[src/rtl/flags_stack_reg.sv]
// Flag register with masked ALU updates, software load, single-bit set/clear,
// and a small save/restore stack that reports sticky overflow and underflow errors.
module flags_stack_reg #(
  parameter int WIDTH = 16,
  parameter int DEPTH = 4,
  parameter logic [WIDTH-1:0] RST_VAL = '0
) (
  input  logic                       clk,
  input  logic                       rst_b,
  input  logic                       alu_en,
  input  logic [WIDTH-1:0]           alu_mask,
  input  logic [WIDTH-1:0]           alu_flags,
  input  logic                       ld,
  input  logic [WIDTH-1:0]           ld_val,
  input  logic                       set_en,
  input  logic                       clr_en,
  input  logic [$clog2(WIDTH)-1:0]   bit_idx,
  input  logic                       push,
  input  logic                       pop,
  input  logic                       err_clr,
  output logic [WIDTH-1:0]           flags,
  output logic [$clog2(DEPTH+1)-1:0] depth_cnt,
  output logic                       full,
  output logic                       empty,
  output logic                       ovf_err,
  output logic                       unf_err
);

  localparam int IW = $clog2(WIDTH);
  localparam int CW = $clog2(DEPTH + 1);
  localparam int AW = (DEPTH > 1) ? $clog2(DEPTH) : 1;

  logic [WIDTH-1:0] stack [DEPTH];

  logic [AW-1:0]    top_idx;
  logic [AW-1:0]    wr_idx;
  logic             bit_ok;
  logic             pop_ok;
  logic             swap;
  logic             push_ok;
  logic             stack_we;
  logic             ovf_set;
  logic             unf_set;
  logic [WIDTH-1:0] flags_nxt;
  logic [CW-1:0]    depth_nxt;

  // Out-of-range indices only exist when WIDTH is not a power of two.
  generate
    if (WIDTH == (1 << IW)) begin : g_idx_full
      assign bit_ok = 1'b1;
    end else begin : g_idx_part
      assign bit_ok = bit_idx < IW'(WIDTH);
    end
  endgenerate

  assign full    = depth_cnt == CW'(DEPTH);
  assign empty   = depth_cnt == '0;
  assign top_idx = AW'(depth_cnt - CW'(1));

  always_comb begin
    pop_ok    = pop && !empty;
    swap      = push && pop_ok;
    push_ok   = push && !pop_ok && !full;
    stack_we  = swap || push_ok;
    wr_idx    = swap ? top_idx : AW'(depth_cnt);
    ovf_set   = push && !pop_ok && full;
    unf_set   = pop && empty;
    depth_nxt = depth_cnt;
    if (push_ok) begin
      depth_nxt = depth_cnt + CW'(1);
    end else if (pop_ok && !swap) begin
      depth_nxt = depth_cnt - CW'(1);
    end

    // Only the highest-priority active source touches the flags.
    flags_nxt = flags;
    if (pop_ok) begin
      flags_nxt = stack[top_idx];
    end else if (ld) begin
      flags_nxt = ld_val;
    end else if ((set_en || clr_en) && bit_ok) begin
      flags_nxt[bit_idx] = set_en;
    end else if (alu_en) begin
      flags_nxt = (flags & ~alu_mask) | (alu_flags & alu_mask);
    end
  end

  always_ff @(posedge clk or negedge rst_b) begin
    if (!rst_b) begin
      flags     <= RST_VAL;
      depth_cnt <= '0;
      ovf_err   <= 1'b0;
      unf_err   <= 1'b0;
    end else begin
      flags     <= flags_nxt;
      depth_cnt <= depth_nxt;
      ovf_err   <= ovf_set | (ovf_err & ~err_clr);
      unf_err   <= unf_set | (unf_err & ~err_clr);
    end
  end

  // Stack storage needs no reset; entries above depth_cnt are never read.
  always_ff @(posedge clk) begin
    if (stack_we) begin
      stack[wr_idx] <= flags;
    end
  end

endmodule

[config.mk]
export PLATFORM = sky130hd
export DESIGN_NAME = flags_stack_reg
export DESIGN_NICKNAME = d
export VERILOG_FILES = /design/src/rtl/flags_stack_reg.sv
export SDC_FILE = /design/constraint.sdc
export NUM_CORES = 1
export LEC_CHECK = 0
export CAP_MARGIN = 20
export CORE_MARGIN = 4
export CORE_UTILIZATION = 40
export CTS_BUF_LIST = sky130_fd_sc_hd__clkbuf_4 sky130_fd_sc_hd__clkbuf_8 sky130_fd_sc_hd__clkbuf_16
export DETAILED_ROUTE_END_ITERATION = 10
export GPL_ROUTABILITY_DRIVEN = 1
export PLACE_DENSITY_LB_ADDON = 0.3
export RECOVER_POWER = 25
export SYNTH_ARGS = -nofsm -noshare
export SYNTH_HDL_FRONTEND = slang
export SYNTH_SLANG_ARGS = --single-unit
[constraint.sdc]
create_clock -name clk -period 8.5 [get_ports clk]
set_input_delay 1.275 -clock clk [delete_from_list [all_inputs] [get_ports clk]]
set_output_delay 1.275 -clock clk [all_outputs]
set_load 0.01 [all_outputs]
==> results.md, run 1 <==
* M1 wire length at 4450 um
* Total wire length at 10300 um
* Post-synthesis cell type count at 49
* Total power at 1.72 mW
* Setup Buffers After CTS at 0
* Grt total ovfl at 0
* Synthesized instance count at 311
* Final worst path period need at 3.31 ns
* CP Data Arrival Time at 2.04 ns
* Maximum clock rate at 0.302 GHz
* Initial drt markers at 139
* Power Internal at 1.16 mW
* Fraction of layout cells with a size suffix above 1 at 12.8%
* Die Y at 111 um
* Die Wd at 111 um
* Crit-path max FO at 6
* Area grow syn2layout at 26.6%
* Worst r2r src: depth_cnt[1]
* Buf/Inv on CP at 2
* Ys Warns at 0
* First-pass GRT wire length at 16200 um
* Number of antenna repair diodes at 0
* DR WL met2 at 5130 um
* Post-detailed-route wirelength per cell at 19.5 um
* RSZ-0062 raised after global routing: false
* Seq/Total Area, Yosys at 57.5%
* H-tree levels at 3
* Max_cap viols at 0
* Post-route clock skew at 0.00495 ns
* DR pass1 iterations at 4
* Psw at 0.557 mW
* Top FF cell, synth: edfxtp_1
* Syn_nets at 375
* Hold WC Path Type: flop to flop
* Placed Area at 5160 um^2
* Max incr delay on CP at 0.58 ns
* Final core utilization at 52.2%
* Setup tns final at 0 ns
* Worst R2R End: stack[1][6]
* CTS resizes at 0
* Die area at 12400 um^2
* Setup WS post-layout at 5.19 ns
* Slew HR at 30.4%
* Fraction of registers with async set/reset at 24.7%
* Clock sink count at 85
* Gate power share at 39.0%
* Tot GR Track Use at 16.8%
* Worst skew pair latency at 0.35 ns
* Crit path max-delay family: buffers and inverters
* Number of hold violations in the final report at 0
* Hold Path Stages at 1
* Mapped Area at 4260 um^2
* Max Buffers Root-to-Sink at 2
* Outcome: complete, no violations
* CP cell instances: inv_1, ha_1, nor2b_1, clkdlybuf4s50_1
* Core Box Area at 10300 um^2
* Vias in the first global route at 2993
* Leakage at 1.85 nW
* Dpl ws at 4.79 ns
* Sequential Power Share at 43.2%
* Number of synthesized flops with an enable pin at 64
* Largest net degree at the start of global routing at 40
* Met3 WL at 644 um
* FF+latch count, synth at 85
* Critical-path top delay cell: clkdlybuf4s50_1
* CTS Root Buffer Type: clkbuf_8
* DP HPWL at 6620 um
* Hold_buf cts at 0
* Top Layer Used: met4
* Setup crit end kind: primary output
* Top cells by area, synth: edfxtp_1 (45%), dfrtp_1 (12%), mux4_2 (8.5%)
* Inst Count DP at 512
* Clock power frac at 17.8%
* FP Rows at 37
* Worst hold start: ovf_err
* Critical Path Start Type: flop
* Setup Viol. Count Final at 0
* Reg-to-reg slack, setup at 5.62 ns
* Top cell type's share of synthesized area at 45.2%
* Starting Density at 41.2%
* Remaining antenna violation count at 0
* Final period util at 39.0%
* Layout Nets at 452
* TritonCTS clock tree: done
* # DRC at 0
* WS Path Type: flop to primary output
* Initial antenna violation count at 0
* Number of buffers created by CTS at 9
* Sw Ratio at 32.4%
* I/O Buffers at 83
* VDD IR-drop max at 0.000175 V
* Routed via count at 3006
* Critical Path RT at 7.22 ns
* Via density at 5.69
* Clock Pin Slew Worst Setup and Hold Paths at 0.08 ns
* Design area at 5390 um^2
* Syn_area_per_cell at 13.7 um^2
* Worst Tran Pin Value at 1.04 ns
* Hold Path Sink: ovf_err
* Leading area contributor after synthesis: edfxtp_1
* Final slew viol count at 0
* Number of I/O pins at 84
* PwrDens at 319 nW/um^2
* Gpl congestion at 0.716
* FF-to-FF path depth at 4
* Post-Layout Cell Count at 528
* Worst-case hold slack at 0.504 ns
-- worst max path at each step --
| stage | to | from | depth (start not counted) | slack (ns) |
|---|---|---|---|---|
| final | empty | depth_cnt[1] | 4 | 5.19 |
| after global routing | empty | depth_cnt[1] | 4 | 5.06 |
| after global placement | stack[1][4] | pop | 5 | 4.89 |
| after CTS | empty | depth_cnt[1] | 4 | 5.18 |
| after floorplan | stack[1][0] | depth_cnt[0] | 8 | 5.54 |
| after detailed placement | stack[1][4] | pop | 5 | 4.79 |
-- Yosys cell counts, types with 2 or more instances --
| cell type | count |
|---|---|
| o21a_1 | 2 |
| nand4b_1 | 4 |
| nor4b_2 | 4 |
| and2_1 | 3 |
| buf_4 | 3 |
| and3_1 | 3 |
| buf_2 | 4 |
| mux2_1 | 14 |
| ha_1 | 3 |
| buf_6 | 6 |
| mux4_2 | 16 |
| inv_1 | 3 |
| nor2_1 | 31 |
| dfrtp_1 | 21 |
| nand3_1 | 4 |
| clkbuf_1 | 6 |
| o221ai_1 | 16 |
| edfxtp_1 | 64 |
| a21oi_1 | 15 |
| a32o_1 | 2 |
| a21boi_1 | 2 |
| and4bb_1 | 6 |
| nand2_1 | 17 |
| a31oi_1 | 31 |
| buf_1 | 4 |
| nand3b_1 | 3 |
| o31ai_1 | 2 |
-- per-layer routing --
layer,GRT usage (%),vias up
li1,-,1399
met1,22.2,1505
met2,27.6,93
met3,4.04,9
met4,5.19,0
met5,0,-
-- power by group through the flow --
stage	logic [mW]	registers, mW	clock network (mW)
after floorplan	0.412	0.744	0
after detailed placement	0.672	0.752	0
after global placement	0.661	0.742	0
after CTS	0.674	0.745	0.310
after global routing	0.729	0.764	0.330
final	0.669	0.742	0.305
-- layout make-up --
type / count / area (um^2)
fill: 876 / 4940
sequential: 85 / 2450
multi-input combinational: 196 / 1630
timing repair buffer: 91 / 906
tap: 136 / 170
clock buffer: 10 / 138
clock inverter: 5 / 75.1
inverter: 5 / 18.8
-- kinds of logic after synthesis --
group                    synth area share (%)
flip-flops                               57.5
AND/OR/NAND/NOR                          11.9
AO/OA/AOI/OAI                            12.8
multiplexers                             12.4
buffers and inverters                    4.29
adder cells (fa/ha/maj)                 0.882
XOR/XNOR                                0.206
-- cells in the final DEF (no fill, tap or decap), types with 4 or more instances in the layout --
| cell | n |
|---|---|
| a21oi_1 | 15 |
| buf_4 | 6 |
| and4bb_1 | 6 |
| o221ai_1 | 16 |
| clkbuf_8 | 10 |
| dfrtp_1 | 21 |
| edfxtp_1 | 64 |
| clkdlybuf4s50_1 | 83 |
| nand4b_1 | 4 |
| nor2_1 | 31 |
| nand3_1 | 4 |
| mux2_1 | 14 |
| nand2_1 | 17 |
| mux4_2 | 16 |
| nor4b_2 | 4 |
| a31oi_1 | 31 |
-- worst register-to-register path: cells and delay by family, from the launching register on --
| family | cells | cell delay, ns |
|---|---|---|
| simple gates | 1 | 0.18 |
| compound gates | 1 | 0.82 |
| flops | 1 | 0.45 |
| fa+ha+maj | 1 | 0.91 |
| buf+inv | 1 | 0.14 |
(Power assumes the default switching activity.)
==> run 2: changes to the inputs <==
clock period = 3.21 ns   (was 8.5 ns; I/O delays follow)
==> results.md, run 2 (synthesized netlist as in run 1, its figures left out) <==
* Placed Area at 5210 um^2 (+1.0%)
* TritonCTS clock tree: done
* Inst Count DP at 520 (+1.6%)
* Largest net degree at the start of global routing at 33 (-18%)
* GR peak layer: met2
* Dpl ws at 0.733 ns (-4.05 ns)
* Hold_buf cts at 0 (unchanged)
* Most common cell after layout, fill and taps aside: clkdlybuf4s50_1
* CTS resizes at 0 (unchanged)
* PwrDens at 855 nW/um^2 (+170%)
* Met2 usage at 28.2% (+0.53 points)
* Hold WC Path Type: input port to asynchronous set/reset pin
* Total wire length at 10600 um (+2.5%)
* Routed via count at 3030 (+0.80%)
* Post-detailed-route wirelength per cell at 19.7 um (+0.96%)
* Clock sink count at 85 (unchanged)
* CTS Root Buffer Type: clkbuf_8
* Final slew viol count at 0 (unchanged)
* Tot GR Track Use at 17.3% (+0.49 points)
* Post-Layout Cell Count at 536 (+1.5%)
* Worst-case hold slack at 0.479 ns (-0.0249 ns)
* Total power at 4.65 mW (+170%)
* Setup tns final at 0 ns (unchanged)
* Core Box Area at 10300 um^2 (unchanged)
* Starting Density at 41.2% (unchanged)
* Max_cap viols at 0 (unchanged)
* CP Data Arrival Time at 2.05 ns (about the same)
* Critical Path RT at 2.73 ns (-4.49 ns)
* RSZ-0062 raised after global routing: false
* Gate power share at 39.4% (+0.4 points)
* Outcome: complete, no violations
* Psw at 1.55 mW (+180%)
* Sequential Power Share at 42.4% (-0.8 points)
* Area grow syn2layout at 27.8%
* Slew HR at 43.8% (+13 points)
* Die Wd at 111 um (unchanged)
* Power Internal at 3.09 mW (+170%)
* Number of I/O pins at 84 (unchanged)
* Final worst path period need at 2.53 ns
* Clock Pin Slew Worst Setup and Hold Paths at 0.09 ns (about the same)
* Design area at 5440 um^2 (+0.91%)
* Fraction of layout cells with a size suffix above 1 at 14.2% (+1.5 points)
* Via density at 5.65 (-0.71%)
* VDD IR-drop max at 0.000420 V (+140%)
* Grt total ovfl at 0 (unchanged)
* Clock power frac at 18.2% (+0.4 points)
* DR pass1 iterations at 6 (+2)
* Post-route clock skew at 0.00716 ns (+0.00221 ns)
* Number of buffers created by CTS at 9 (unchanged)
* Initial drt markers at 232 (+67%)
* Setup crit end kind: primary output
* Number of antenna repair diodes at 0 (unchanged)
* Leakage at 1.88 nW (+1.8%)
* Layout Nets at 459 (+1.5%)
* Met3 Usage GRT at 4.04% (unchanged)
* Worst Tran Pin Value at 0.841 ns (-0.197 ns)
* I/O Buffers at 83 (unchanged)
* WS Path Type: flop to primary output
* Final core utilization at 52.7% (+0.47 points)
* Maximum clock rate at 0.395 GHz
* Setup Viol. Count Final at 0 (unchanged)
* H-tree levels at 3 (unchanged)
* Crit path max-delay family: buffers and inverters
* Initial antenna violation count at 0 (unchanged)
* Remaining antenna violation count at 0 (unchanged)
* Critical Path Start Type: flop
* Final period util at 78.9%
* Met1 GRT Util at 23.5% (+1.3 points)
* DP HPWL at 6940 um (+4.9%)
* Setup Buffers After CTS at 0 (unchanged)
* FP Rows at 37 (unchanged)
* Critical-path top delay cell: clkdlybuf4s50_1
* Crit-path max FO at 6 (unchanged)
* Sw Ratio at 33.4% (+0.97 points)
* Vias in the first global route at 3073 (+2.7%)
* CP cell instances: inv_1, ha_1, nor2b_1, clkdlybuf4s50_1
* First-pass GRT wire length at 16800 um (+3.9%)
* Number of hold violations in the final report at 0 (unchanged)
* Buf/Inv on CP at 2 (unchanged)
* Max Buffers Root-to-Sink at 2 (unchanged)
* Gpl congestion at 0.741 (+3.5%)
* Die area at 12400 um^2 (unchanged)
* Worst skew pair latency at 0.35 ns (about the same)
* Max incr delay on CP at 0.58 ns (about the same)
* Setup WS post-layout at 0.677 ns (-4.51 ns)
* Die Y at 111 um (unchanged)
* # DRC at 0 (unchanged)
* Most frequent cells in the layout: clkdlybuf4s50_1 (83), edfxtp_1 (64), nor2_1 (31), a31oi_1 (31), dfrtp_1 (21)
==> run 2: final timing paths <==
path	slack [ns]	endpoint	startpoint	cells after the start
max	0.68	empty	depth_cnt[1]	4
min reg2reg	0.50	ovf_err	ovf_err	1
max reg2reg	0.99	stack[1][1]	depth_cnt[1]	7
min in group clk	0.50	ovf_err	ovf_err	1
max in group asynchronous	2.49	asynchronous set/reset pin	rst_b	2
min	0.48	asynchronous set/reset pin	rst_b	2
==> run 2: final cells by class <==
cell class | count | area [um^2]
clock buffer | 10 | 138
fill | 870 | 4890
multi-input combinational | 196 | 1630
clock inverter | 6 | 86.3
timing repair buffer | 98 | 943
inverter | 5 | 18.8
tap | 136 | 170
sequential | 85 | 2450
==> run 2: worst reg2reg max path, stage by stage, from the launching register on <==
cell and delay, ns:
dfrtp_1 0.44, inv_1 0.14, ha_1 0.25, nor2b_1 0.18
nand2b_1 0.23, nand3b_1 0.22, a21boi_2 0.15, buf_4 0.30
==> run 2: metal layers <==
layer	share of wire, %	wire length (um)
met2	48	5110
met5	0	0
met1	44	4670
met3	6.0	639
met4	1.4	149
==> run 2: power groups by stage <==
stage / Clock, mW / Sequential [mW] / Combinational (mW)
5_1_grt: 0.903 / 2.03 / 1.98
4_1_cts: 0.862 / 1.98 / 1.86
3_3_place_gp: 0 / 1.97 / 1.81
3_5_place_dp: 0 / 2.00 / 1.85
6_report: 0.845 / 1.97 / 1.83
2_1_floorplan: 0 / 1.97 / 1.09
==> run 3: changes to the inputs <==
clock period = 2.6 ns   (was 3.21 ns; I/O delays follow)
==> results.md, run 3 (synthesized netlist as in run 1, its figures left out) <==
* Outcome: complete, no violations
* Setup tns final at 0 ns (unchanged)
* Worst skew pair latency at 0.35 ns (about the same)
* Critical Path Start Type: flop
* Critical-path top delay cell: clkdlybuf4s50_1
* Vias in the first global route at 3133 (+2.0%)
* Layout Nets at 465 (+1.3%)
* Number of buffers created by CTS at 9 (unchanged)
* Seq. cell area at 2450 um^2 (unchanged)
* Crit path max-delay family: buffers and inverters
* VDD IR-drop max at 0.000565 V (+35%)
* WS Path Type: flop to primary output
* Max_cap viols at 0 (unchanged)
* GR peak layer: met2
* CTS resizes at 0 (unchanged)
* CTS Root Buffer Type: clkbuf_8
* Most frequent cells in the layout: clkdlybuf4s50_1 (82), edfxtp_1 (64), nor2_1 (31), a31oi_1 (31), dfrtp_1 (21)
* Number of hold violations in the final report at 0 (unchanged)
* Grt total ovfl at 0 (unchanged)
* Remaining antenna violation count at 0 (unchanged)
* Setup Buffers After CTS at 0 (unchanged)
* Starting Density at 41.2% (unchanged)
* Fraction of layout cells with a size suffix above 1 at 15.5% (+1.3 points)
* # DRC at 0 (unchanged)
* Clock sink count at 85 (unchanged)
* Area grow syn2layout at 28.9%
* FP Rows at 37 (unchanged)
* Setup crit end kind: primary output
* Die area at 12400 um^2 (unchanged)
* Tot GR Track Use at 17.7% (+0.34 points)
* Final slew viol count at 0 (unchanged)
* Routed via count at 3060 (+0.99%)
* Via density at 5.65 (-0.13%)
* Post-route clock skew at 0.00647 ns (-0.000694 ns)
* Core Box Area at 10300 um^2 (unchanged)
* RSZ-0062 raised after global routing: false
* Worst Tran Pin Value at 1.41 ns (+0.568 ns)
* Initial antenna violation count at 0 (unchanged)
* Met3 Usage GRT at 4.20% (+0.16 points)
* CP cell instances: inv_1, ha_1, nor2b_1, clkdlybuf4s50_1
* Setup Viol. Count Final at 0 (unchanged)
* Buf/Inv on CP at 2 (unchanged)
* Die Wd at 111 um (unchanged)
* Final period util at 94.7%
* Fillcell total at 893 (+2.6%)
* H-tree levels at 3 (unchanged)
* I/O Buffers at 83 (unchanged)
* DP HPWL at 7110 um (+2.4%)
* Number of antenna repair diodes at 0 (unchanged)
* Final core utilization at 53.1% (+0.47 points)
* Post-detailed-route wirelength per cell at 20.0 um (+1.5%)
* Max Buffers Root-to-Sink at 2 (unchanged)
* Largest net degree at the start of global routing at 33 (unchanged)
* TritonCTS clock tree: done
* Leakage at 1.91 nW (+1.4%)
* Final worst path period need at 2.46 ns
* CP Data Arrival Time at 2.07 ns (+0.02 ns)
* Clock Pin Slew Worst Setup and Hold Paths at 0.08 ns (about the same)
* Total wire length at 10800 um (+2.6%)
* DR pass1 iterations at 5 (-1)
* Maximum clock rate at 0.406 GHz
* Crit-path max FO at 6 (unchanged)
* Initial drt markers at 153 (-34%)
* Most common cell after layout, fill and taps aside: clkdlybuf4s50_1
* Hold WC Path Type: flop to flop
* Critical Path RT at 2.21 ns (-0.52 ns)
* First-pass GRT wire length at 17200 um (+2.1%)
* Number of I/O pins at 84 (unchanged)
* Hold_buf cts at 0 (unchanged)
* Gpl congestion at 0.747 (+0.69%)
* Slew HR at 6.05% (-38 points)
* Area of the multi-input gates at 1640 um^2 (+0.46%)
* Met2 usage at 29.4% (+1.3 points)
* PwrDens at 1050 nW/um^2 (+23%)
* Met1 GRT Util at 23.7% (+0.17 points)
* Max incr delay on CP at 0.59 ns (about the same)
* Die Y at 111 um (unchanged)
-- run 3: layout make-up --
class                           instances  share of cell area (%)
Clock buffer                           11                    2.53
Multi-Input combinational cell        196                    29.9
Sequential cell                        85                    44.6
Inverter                                5                   0.342
Timing Repair Buffer                  104                    18.0
Clock inverter                          5                    1.55
Tap cell                              136                    3.10
-- run 3: where the power goes --
part	total [mW]	switching, mW	internal, mW
Clock	1.03	0.468	0.566
Combinational	2.30	1.11	1.19
Sequential	2.44	0.339	2.10
Total	5.77	1.92	3.85
-- run 3: metal layers --
metal,up-vias,part of all wire (%)
met5,-,0
met4,0,0.67
met3,6,7.1
met2,101,49
met1,1522,43
li1,1431,-
-- run 3: metrics by stage --
step / hold slack [ns] / worst slack, ns / total power, mW / cells / cell area (um^2)
2_1_floorplan: 0.0944 / 0.0141 / 3.79 / 311 / 4270
3_3_place_gp: 0.477 / 0.294 / 4.72 / 526 / 5270
3_5_place_dp: 0.492 / 0.238 / 4.78 / 526 / 5270
4_1_cts: 0.414 / 0.131 / 5.82 / 542 / 5490
5_1_grt: 0.530 / 0.00518 / 6.10 / 542 / 5490
6_report: 0.503 / 0.139 / 5.77 / 542 / 5490
-- run 3: worst paths after layout --
path	slack (ns)	cells past startpoint	from	end
max	0.14	4	depth_cnt[1]	empty
min	0.50	1	ovf_err	ovf_err
max reg2reg	0.31	7	depth_cnt[1]	stack[1][4]
min reg2reg	0.50	1	ovf_err	ovf_err
max in group asynchronous	0.88	2	rst_b	asynchronous set/reset pin
min in group asynchronous	0.89	2	rst_b	asynchronous set/reset pin
-- run 3: worst reg2reg max path: stages (launching register included) --
cell	delay, ns
dfrtp_1	0.45
inv_1	0.14
ha_1	0.25
nor2b_1	0.18
nand2b_1	0.24
nand3b_1	0.25
a21boi_4	0.16
buf_4	0.30
